### src/rtl/cmp_pkg.sv
// Shared encodings for the bit-serial magnitude comparator.
package cmp_pkg;

  typedef enum logic [1:0] {
    ST_IDLE = 2'd0,
    ST_SCAN = 2'd1,
    ST_DONE = 2'd2
  } state_e;

  // RES_NONE is only held between reset and the first completed compare.
  typedef enum logic [1:0] {
    RES_NONE = 2'd0,
    RES_GT   = 2'd1,
    RES_EQ   = 2'd2,
    RES_LT   = 2'd3
  } res_e;

  function automatic res_e res_from_bit(input logic a_wins);
    return a_wins ? RES_GT : RES_LT;
  endfunction

endpackage

### src/rtl/cmp_bit_cell.sv
// One-bit compare cell: flags a difference and whether A is the larger operand at this bit.
module cmp_bit_cell (
  input  logic abit,
  input  logic bbit,
  input  logic msb_flag,
  input  logic signed_mode,
  output logic differ,
  output logic a_wins
);

  always_comb begin
    differ = abit ^ bbit;
    // A set sign bit makes A the smaller operand in two's complement.
    a_wins = differ & ((signed_mode & msb_flag) ? ~abit : abit);
  end

endmodule

### src/rtl/seq_magnitude_comparator.sv
// Bit-serial MSB-first magnitude comparator with optional early exit and signed mode.
module seq_magnitude_comparator
  import cmp_pkg::*;
#(
  parameter int unsigned WIDTH      = 8,
  parameter bit          EARLY_EXIT = 1'b1,
  parameter bit          SIGNED     = 1'b0
) (
  input  logic             clk,
  input  logic             rst,
  input  logic             start,
  input  logic [WIDTH-1:0] a,
  input  logic [WIDTH-1:0] b,
  output logic             busy,
  output logic             done,
  output logic             x,
  output logic             y,
  output logic             z
);

  localparam int unsigned IdxW = $clog2(WIDTH);
  localparam logic [IdxW-1:0] IdxMsb = IdxW'(WIDTH - 1);

  state_e           r_state;
  state_e           w_state_next;
  logic [WIDTH-1:0] r_a;
  logic [WIDTH-1:0] r_b;
  logic [IdxW-1:0]  r_idx;
  logic             r_found;
  logic             r_first_gt;
  res_e             r_res;

  logic             w_abit;
  logic             w_bbit;
  logic             w_msb;
  logic             w_last;
  logic             w_differ;
  logic             w_a_wins;
  res_e             w_res_scan;

  assign w_abit = r_a[r_idx];
  assign w_bbit = r_b[r_idx];
  assign w_msb  = (r_idx == IdxMsb);
  assign w_last = (r_idx == '0);

  cmp_bit_cell u_bit_cell (
    .abit        (w_abit),
    .bbit        (w_bbit),
    .msb_flag    (w_msb),
    .signed_mode (SIGNED),
    .differ      (w_differ),
    .a_wins      (w_a_wins)
  );

  // The first recorded difference always wins over later bits.
  always_comb begin
    w_res_scan = RES_EQ;
    if (r_found) begin
      w_res_scan = res_from_bit(r_first_gt);
    end else if (w_differ) begin
      w_res_scan = res_from_bit(w_a_wins);
    end
  end

  always_ff @(posedge clk) begin
    if (rst) begin
      r_state <= ST_IDLE;
    end else begin
      r_state <= w_state_next;
    end
  end

  always_comb begin
    w_state_next = r_state;
    unique case (r_state)
      ST_IDLE: if (start) w_state_next = ST_SCAN;
      ST_SCAN: if ((EARLY_EXIT && w_differ) || w_last) w_state_next = ST_DONE;
      ST_DONE: w_state_next = ST_IDLE;
      default: w_state_next = ST_IDLE;
    endcase
  end

  always_comb begin
    busy = 1'b0;
    done = 1'b0;
    unique case (r_state)
      ST_SCAN: busy = 1'b1;
      ST_DONE: begin
        busy = 1'b1;
        done = 1'b1;
      end
      default: ;
    endcase
    x = (r_res == RES_GT);
    y = (r_res == RES_EQ);
    z = (r_res == RES_LT);
  end

  always_ff @(posedge clk) begin
    if (rst) begin
      r_a        <= '0;
      r_b        <= '0;
      r_idx      <= '0;
      r_found    <= 1'b0;
      r_first_gt <= 1'b0;
      r_res      <= RES_NONE;
    end else begin
      if (r_state == ST_IDLE && start) begin
        r_a        <= a;
        r_b        <= b;
        r_idx      <= IdxMsb;
        r_found    <= 1'b0;
        r_first_gt <= 1'b0;
      end
      if (r_state == ST_SCAN) begin
        if (!w_last) r_idx <= r_idx - IdxW'(1);
        if (w_differ && !r_found) begin
          r_found    <= 1'b1;
          r_first_gt <= w_a_wins;
        end
        if (w_state_next == ST_DONE) r_res <= w_res_scan;
      end
    end
  end

endmodule

### config.mk
export PLATFORM = sky130hd
export DESIGN_NAME = seq_magnitude_comparator
export DESIGN_NICKNAME = d
export VERILOG_FILES = /design/src/rtl/cmp_pkg.sv /design/src/rtl/cmp_bit_cell.sv /design/src/rtl/seq_magnitude_comparator.sv
export SDC_FILE = /design/constraint.sdc
export NUM_CORES = 1
export LEC_CHECK = 0
export ABC_CLOCK_PERIOD_IN_PS = 3400
export BUFFER_PORTS_ARGS = -buffer_cell sky130_fd_sc_hd__buf_4
export CAP_MARGIN = 20
export CORE_ASPECT_RATIO = 0.6
export CORE_UTILIZATION = 50
export DETAILED_ROUTE_END_ITERATION = 8
export PLACE_DENSITY = 0.78
export REMOVE_ABC_BUFFERS = 1
export SLEW_MARGIN = 25
export SYNTH_ARGS = -nofsm -noshare
export SYNTH_HDL_FRONTEND = slang
export SYNTH_SLANG_ARGS = --single-unit
export TNS_END_PERCENT = 5
### constraint.sdc
create_clock -name clk -period 3.4 [get_ports clk]
set_clock_uncertainty 0.1 [all_clocks]
set_input_delay 0.34 -clock clk [delete_from_list [all_inputs] [get_ports clk]]
set_output_delay 0.34 -clock clk [all_outputs]
set_load 0.005 [all_outputs]
==> reports/results.txt, run 1 <==
Max Cap Viol: 0
Crit path cell chain: mux4_2 > mux2_2 > ha_1 > a31o_4 > a2111oi_4 > a31o_1
Final hold viol count: 0
Final wirelength: 2620 µm
Crit path buf inv count: 0
Chip Width: 66.2 µm
Crit-path leading delay family: multiplexers
Max Freq: 370 MHz
Fin Hold WS: 0.210 ns
CTS clock-pin slew for the worst setup and hold paths: 0.08 ns
Final Setup Violations: 0
H-Tree Depth: 1
Die area: 2680 µm²
CTS root buf: clkbuf_8
Diode count: 0
Clk sinks: 25
Power Dens Cells: 597 nW/µm²
Row count: 13
Number of flops mapped to enable cells by yosys: 0
CTS Hold Bufs: 0
WS Path Type: flop to flop
Die H: 40.5 µm
CP Launch Type: flop
Residual DRC count: 0
Asr flop ratio synth: 0
Yosys Warn Count: 0
R2R setup slack: 0.70 ns
Core Area: 2240 µm²
DR WL met2: 1240 µm
Top_reg_cell synth: dfxtp_1
Status: finished, final reports clean
Antenna Nets Post-Route: 0
Unique masters post-synth: 28
DR pass1 iterations: 4
Peak supply drop: 252 µV
Post-layout min period: 2.70 ns
Cell Area, Synth: 1240 µm²
Critical Path AT: 2.81 ns
Worst-margin pin slew: 0.659 ns
Clock Tree Buf Depth: 2
Slowest-stage cell, CP: mux4_2
Ratio of cells with drive above 1 in the final layout: 0.279
IO Pins: 24
Crit end category: flop
First-pass GRT wire length: 4230 µm
Vias: 1002
CTS tree: yes
Total negative slack: 0 ns
Worst path max stage delay: 0.56 ns
Final nets: 181
Commonest non-fill, non-tap cell in the layout: nand2_1
Vias/cell: 5.45
Largest net degree at the start of global routing: 25
Post-Synthesis Cells: 134
Met1 Routed Length: 1210 µm
HP Class: primary input to flop
Leakage: 0.593 nW
Clock latency on the worst-skew pair: 0.27 ns
Required @ worst endpoint: 3.51 ns
Max_slew headroom: 0.561
Tcrit/Tclk final: 0.795
PostCTS Resize Cnt: 0
Crit-path max FO: 7
Post-synthesis sequential area ratio: 0.405
Syn Area/Cell: 9.23 µm²
Post-CTS Setup Bufs: 0
RePlAce Congestion: 0.762
Slew Viols, Final: 0
Unrepaired setup endpoints after global routing: false
Vias in the first global route: 902
Routed length per instance: 14.2 µm
IO buf count: 23
HPWL after DPL: 1910 µm
Total GRT Usage: 0.222
Syn-to-layout area delta: 18.2%
TritonCTS Buffers: 3
Initial core utilization: 0.551
Initial antenna violation count: 0
GRT Residual Overflow: 0
Yosys reg bits: 25
Top Metal Used: met4
Met3 wire length: 151 µm
DR iter-0 viols: 87
Most frequent cells in the layout: nand2_1 (35), dfxtp_1 (25), buf_4 (23)
[state kept, by name (all words and copies together) (netlist names)]
signal / count
r_a: 8
r_b: 8
r_first_gt: 1
r_found: 1
r_idx: 3
r_res: 2
r_state: 2
[worst reg2reg max path, stage by stage (launching register included)]
cell	delay [ns]
dfxtp_1	0.52
mux4_2	0.56
mux2_2	0.31
ha_1	0.36
a31o_4	0.27
a2111oi_4	0.37
a31o_1	0.16
[final timing paths]
path | from | to | cells after the start
worst max-delay path | r_idx[0] | r_res[1] | 6
worst min-delay path | a[6] | r_a[6] | 3
worst max register to register | r_idx[0] | r_res[1] | 6
worst min register to register | r_b[0] | r_b[0] | 2
[metrics by stage]
stage          worst slack, ns  utilization  area [µm²]  total power [mW]  std cells
5_1_grt                  0.618        0.651        1460             0.920        184
2_1_floorplan            0.892            -        1200             0.606        127
6_report                 0.698        0.651        1460             0.872        184
3_3_place_gp             0.840        0.630        1420             0.681        180
4_1_cts                  0.693        0.651        1460             0.872        184
3_5_place_dp             0.718        0.630        1420             0.701        180
[power by group]
part,internal [mW],switching (mW),total [mW]
Combinational,0.148,0.171,0.319
Sequential,0.336,0.0449,0.381
Clock,0.0819,0.0905,0.172
Total,0.566,0.307,0.872
[area by class of cell]
| type | instances | area [µm²] |
|---|---|---|
| well taps | 30 | 37.5 |
| fillers | 192 | 783 |
| clock buffers | 3 | 41.3 |
| repair buffers | 23 | 173 |
| inverters | 8 | 30.0 |
| flip-flops and latches | 25 | 500 |
| clock inverters | 1 | 5.00 |
| multi-input cells | 94 | 674 |
[synthesized netlist by cell type, drive strengths merged, types with 3 or more instances]
cell type  instances  area, µm²
nand2             35        131
mux4               4       90.1
a211oi             3       27.5
a31o               3       35.0
a21oi             20        100
nor3               4       20.0
dfxtp             25        500
and2               3       20.0
buf                5       23.8
inv                8       30.0
ha                 7       87.6
[cell families after synthesis]
family | after synthesis | synth area share
adders and majority gates | 7 | 0.0708
and+or+nand+nor | 49 | 0.179
muxes | 7 | 0.0992
buffers and inverters | 15 | 0.0496
DFF | 25 | 0.405
AOI/OAI and AO/OA | 31 | 0.196
[metal layers]
layer | vias up | global-route usage
met4 | 0 | 0.0691
met1 | 462 | 0.268
met3 | 2 | 0.0540
met2 | 37 | 0.406
met5 | - | 0
li1 | 501 | -
Note: power is estimated with default switching activity, not from simulation.
==> run 2, diff against run 1 <==
ABC_CLOCK_PERIOD_IN_PS = 2340   (was 3400)
CORE_UTILIZATION = 48   (was 50)
PLACE_DENSITY = 0.79   (was 0.78)
clock period = 2.34 ns   (was 3.4 ns; I/O delays follow)
==> run 2 against run 1 <==
The run now ends with setup timing left; count of clock-buffer cells in the layout unchanged; final cell count up 3.8%; maximum frequency up 15%; utilization up 3.2 points; combinational power up 85%; global-route usage up 1.8 points; via count up 4.2%; hold slack worse by 0.11 ns; critical path type unchanged; largest cell class unchanged; largest power group is now combinational cells.
==> reports/results.txt, run 2 (synthesis gave the netlist of run 1 again) <==
Storage cell area: 504 µm² (+0.75%)
Syn-to-layout area delta: 26.7%
Chip Width: 67.5 µm (+2.0%)
Worst-margin pin slew: 0.631 ns (-0.0281 ns)
Clock power frac: 0.185 (-0.013)
CTS tree: yes
Psw: 0.505 mW (+65%)
RePlAce Congestion: 0.805 (+5.7%)
Cell count of the worst hold path: 3 (unchanged)
HP Class: primary input to flop
Hold wc startpoint: a[5]
Max Freq: 426 MHz (+15%)
Final wirelength: 2970 µm (+14%)
Hold path endpoint: r_a[5]
Antenna Nets Post-Route: 0 (unchanged)
TritonCTS Buffers: 3 (unchanged)
Critical R2R Launch: r_idx[0]
Critical Path AT: 2.43 ns (-0.38 ns)
DR iter-0 viols: 101 (+16%)
Leakage: 0.632 nW (+6.6%)
Row count: 13 (unchanged)
IO Pins: 24 (unchanged)
Diode count: 0 (unchanged)
RR Endpoint: r_res[1]
Status: complete, but fails checks
Fillers: 180 (-6.3%)
Crit-path max FO: 4 (-3)
Post-layout min period: 2.35 ns (-0.354 ns)
DR pass1 iterations: 4 (unchanged)
Failing checks: setup timing
Die area: 2790 µm² (+4.0%)
Final nets: 188 (+3.9%)
WS Path Type: flop to flop
Setup ws final: -0.00842 ns (-0.706 ns)
R2R setup slack: -0.008 ns (-0.71 ns)
Power Dens Cells: 896 nW/µm² (+50%)
Fin Hold WS: 0.0974 ns (-0.112 ns)
CP Launch Type: flop
Internal power: 0.899 mW (+59%)
HPWL after DPL: 2010 µm (+5.4%)
Initial antenna violation count: 0 (unchanged)
CTS clock-pin slew for the worst setup and hold paths: 0.09 ns (about the same)
Total negative slack: -0.00842 ns (-0.00842 ns)
Die H: 41.3 µm (+2.0%)
CTS root buf: clkbuf_8
Clk sinks: 25 (unchanged)
Sequential power share: 0.395 (-0.042)
CTS Hold Bufs: 0 (unchanged)
Required @ worst endpoint: 2.42 ns (-1.09 ns)
Core Area: 2290 µm² (+2.2%)
Crit end category: flop
Initial core utilization: 0.539 (-0.0117)
First-pass GRT wire length: 4570 µm (+8.2%)
GRT Residual Overflow: 0 (unchanged)
Max Cap Viol: 0 (unchanged)
H-Tree Depth: 1 (unchanged)
Clock latency on the worst-skew pair: 0.28 ns (about the same)
Sw Share: 0.359 (+0.00797)
Total GRT Usage: 0.241 (+0.0181)
Power Total: 1.40 mW (+61%)
Tcrit/Tclk final: 1.00 (+0.209)
Post-layout util: 0.683 (+0.0320)
Combinational power share: 0.420 (+0.055)
Final Setup Violations: 1 (+1)
Routed length per instance: 15.6 µm (+9.4%)
Max_slew headroom: 0.579 (+0.0188)
Largest regs: r_a: 8 flops, r_b: 8 flops, r_idx: 3 flops
Residual DRC count: 0 (unchanged)
Slew Viols, Final: 0 (unchanged)
Vias: 1044 (+4.2%)
Worst R2R Path Depth: 7 (+1)
Clock Tree Buf Depth: 2 (unchanged)
Vias/cell: 5.47 (+0.37%)
IO buf count: 23 (unchanged)
Unrepaired setup endpoints after global routing: true
Largest net degree at the start of global routing: 25 (unchanged)
Multi-input logic area: 719 µm² (+6.7%)
Ratio of cells with drive above 1 in the final layout: 0.335 (+0.0562)
Final hold viol count: 0 (unchanged)
Commonest non-fill, non-tap cell in the layout: nand2_1
Peak supply drop: 417 µV (+65%)
Vias in the first global route: 948 (+5.1%)
Most frequent cells in the layout: nand2_1 (35), buf_4 (29), dfxtp_1 (24)
## run 2: timing repair
| item | in CTS | in global routing |
|---|---|---|
| gates resized for setup | 7 | 2 |
| setup endpoints to repair | 4 | 4 |
| cloned | 0 | 0 |
| setup buffers | 3 | 1 |
| pin swaps | 7 | 3 |
## run 2: area by class of cell
type	count	area share
Inverter	8	0.0192
Clock inverter	1	0.00319
Tap cell	30	0.0240
Clock buffer	3	0.0264
Multi-Input combinational cell	94	0.459
Timing Repair Buffer	30	0.146
Sequential cell	25	0.322
## run 2: routing by layer
metal,routed length [µm],track usage,up-vias,part of all wire
li1,-,-,512,-
met1,1300,0.288,488,0.44
met2,1460,0.428,40,0.49
met3,186,0.0652,4,0.063
met4,29,0.0904,0,0.0098
met5,0,0,-,0
## run 2: critical path, stage by stage, from the launching register on
cell and delay, ns:
dfxtp_4 0.39, buf_6 0.12, mux4_2 0.53, mux2i_4 0.22, ha_4 0.25, a31o_4 0.25, a21o_4 0.21, a31o_1 0.19
## run 2: worst max path at each step
stage                   from  endpoint  slack (ns)  depth (start not counted)
CTS                 r_idx[0]  r_res[1]       -0.07                          7
global route        r_idx[0]  r_res[0]       -0.05                          7
detailed placement  r_idx[0]  r_res[1]       -0.21                          7
floorplan           r_idx[0]  r_res[0]       -0.17                          6
finish              r_idx[0]  r_res[1]      -0.008                          7
global placement    r_idx[0]  r_res[0]       -0.11                          7
## run 2: through the flow
stage          instance area [µm²]  setup WS, ns  std cells
4_1_cts                       1540       -0.0660        190
3_3_place_gp                  1440        -0.111        183
6_report                      1570      -0.00842        191
5_1_grt                       1570       -0.0507        191
3_5_place_dp                  1440        -0.214        183
2_1_floorplan                 1200        -0.168        127
## run 2: power by group through the flow
| stage | Combinational, mW | Sequential [mW] | Clock (mW) |
|---|---|---|---|
| floorplan | 0.339 | 0.541 | 0 |
| global placement | 0.456 | 0.551 | 0 |
| finish | 0.589 | 0.555 | 0.260 |
| global route | 0.632 | 0.562 | 0.285 |
| detailed placement | 0.484 | 0.557 | 0 |
| CTS | 0.539 | 0.552 | 0.261 |
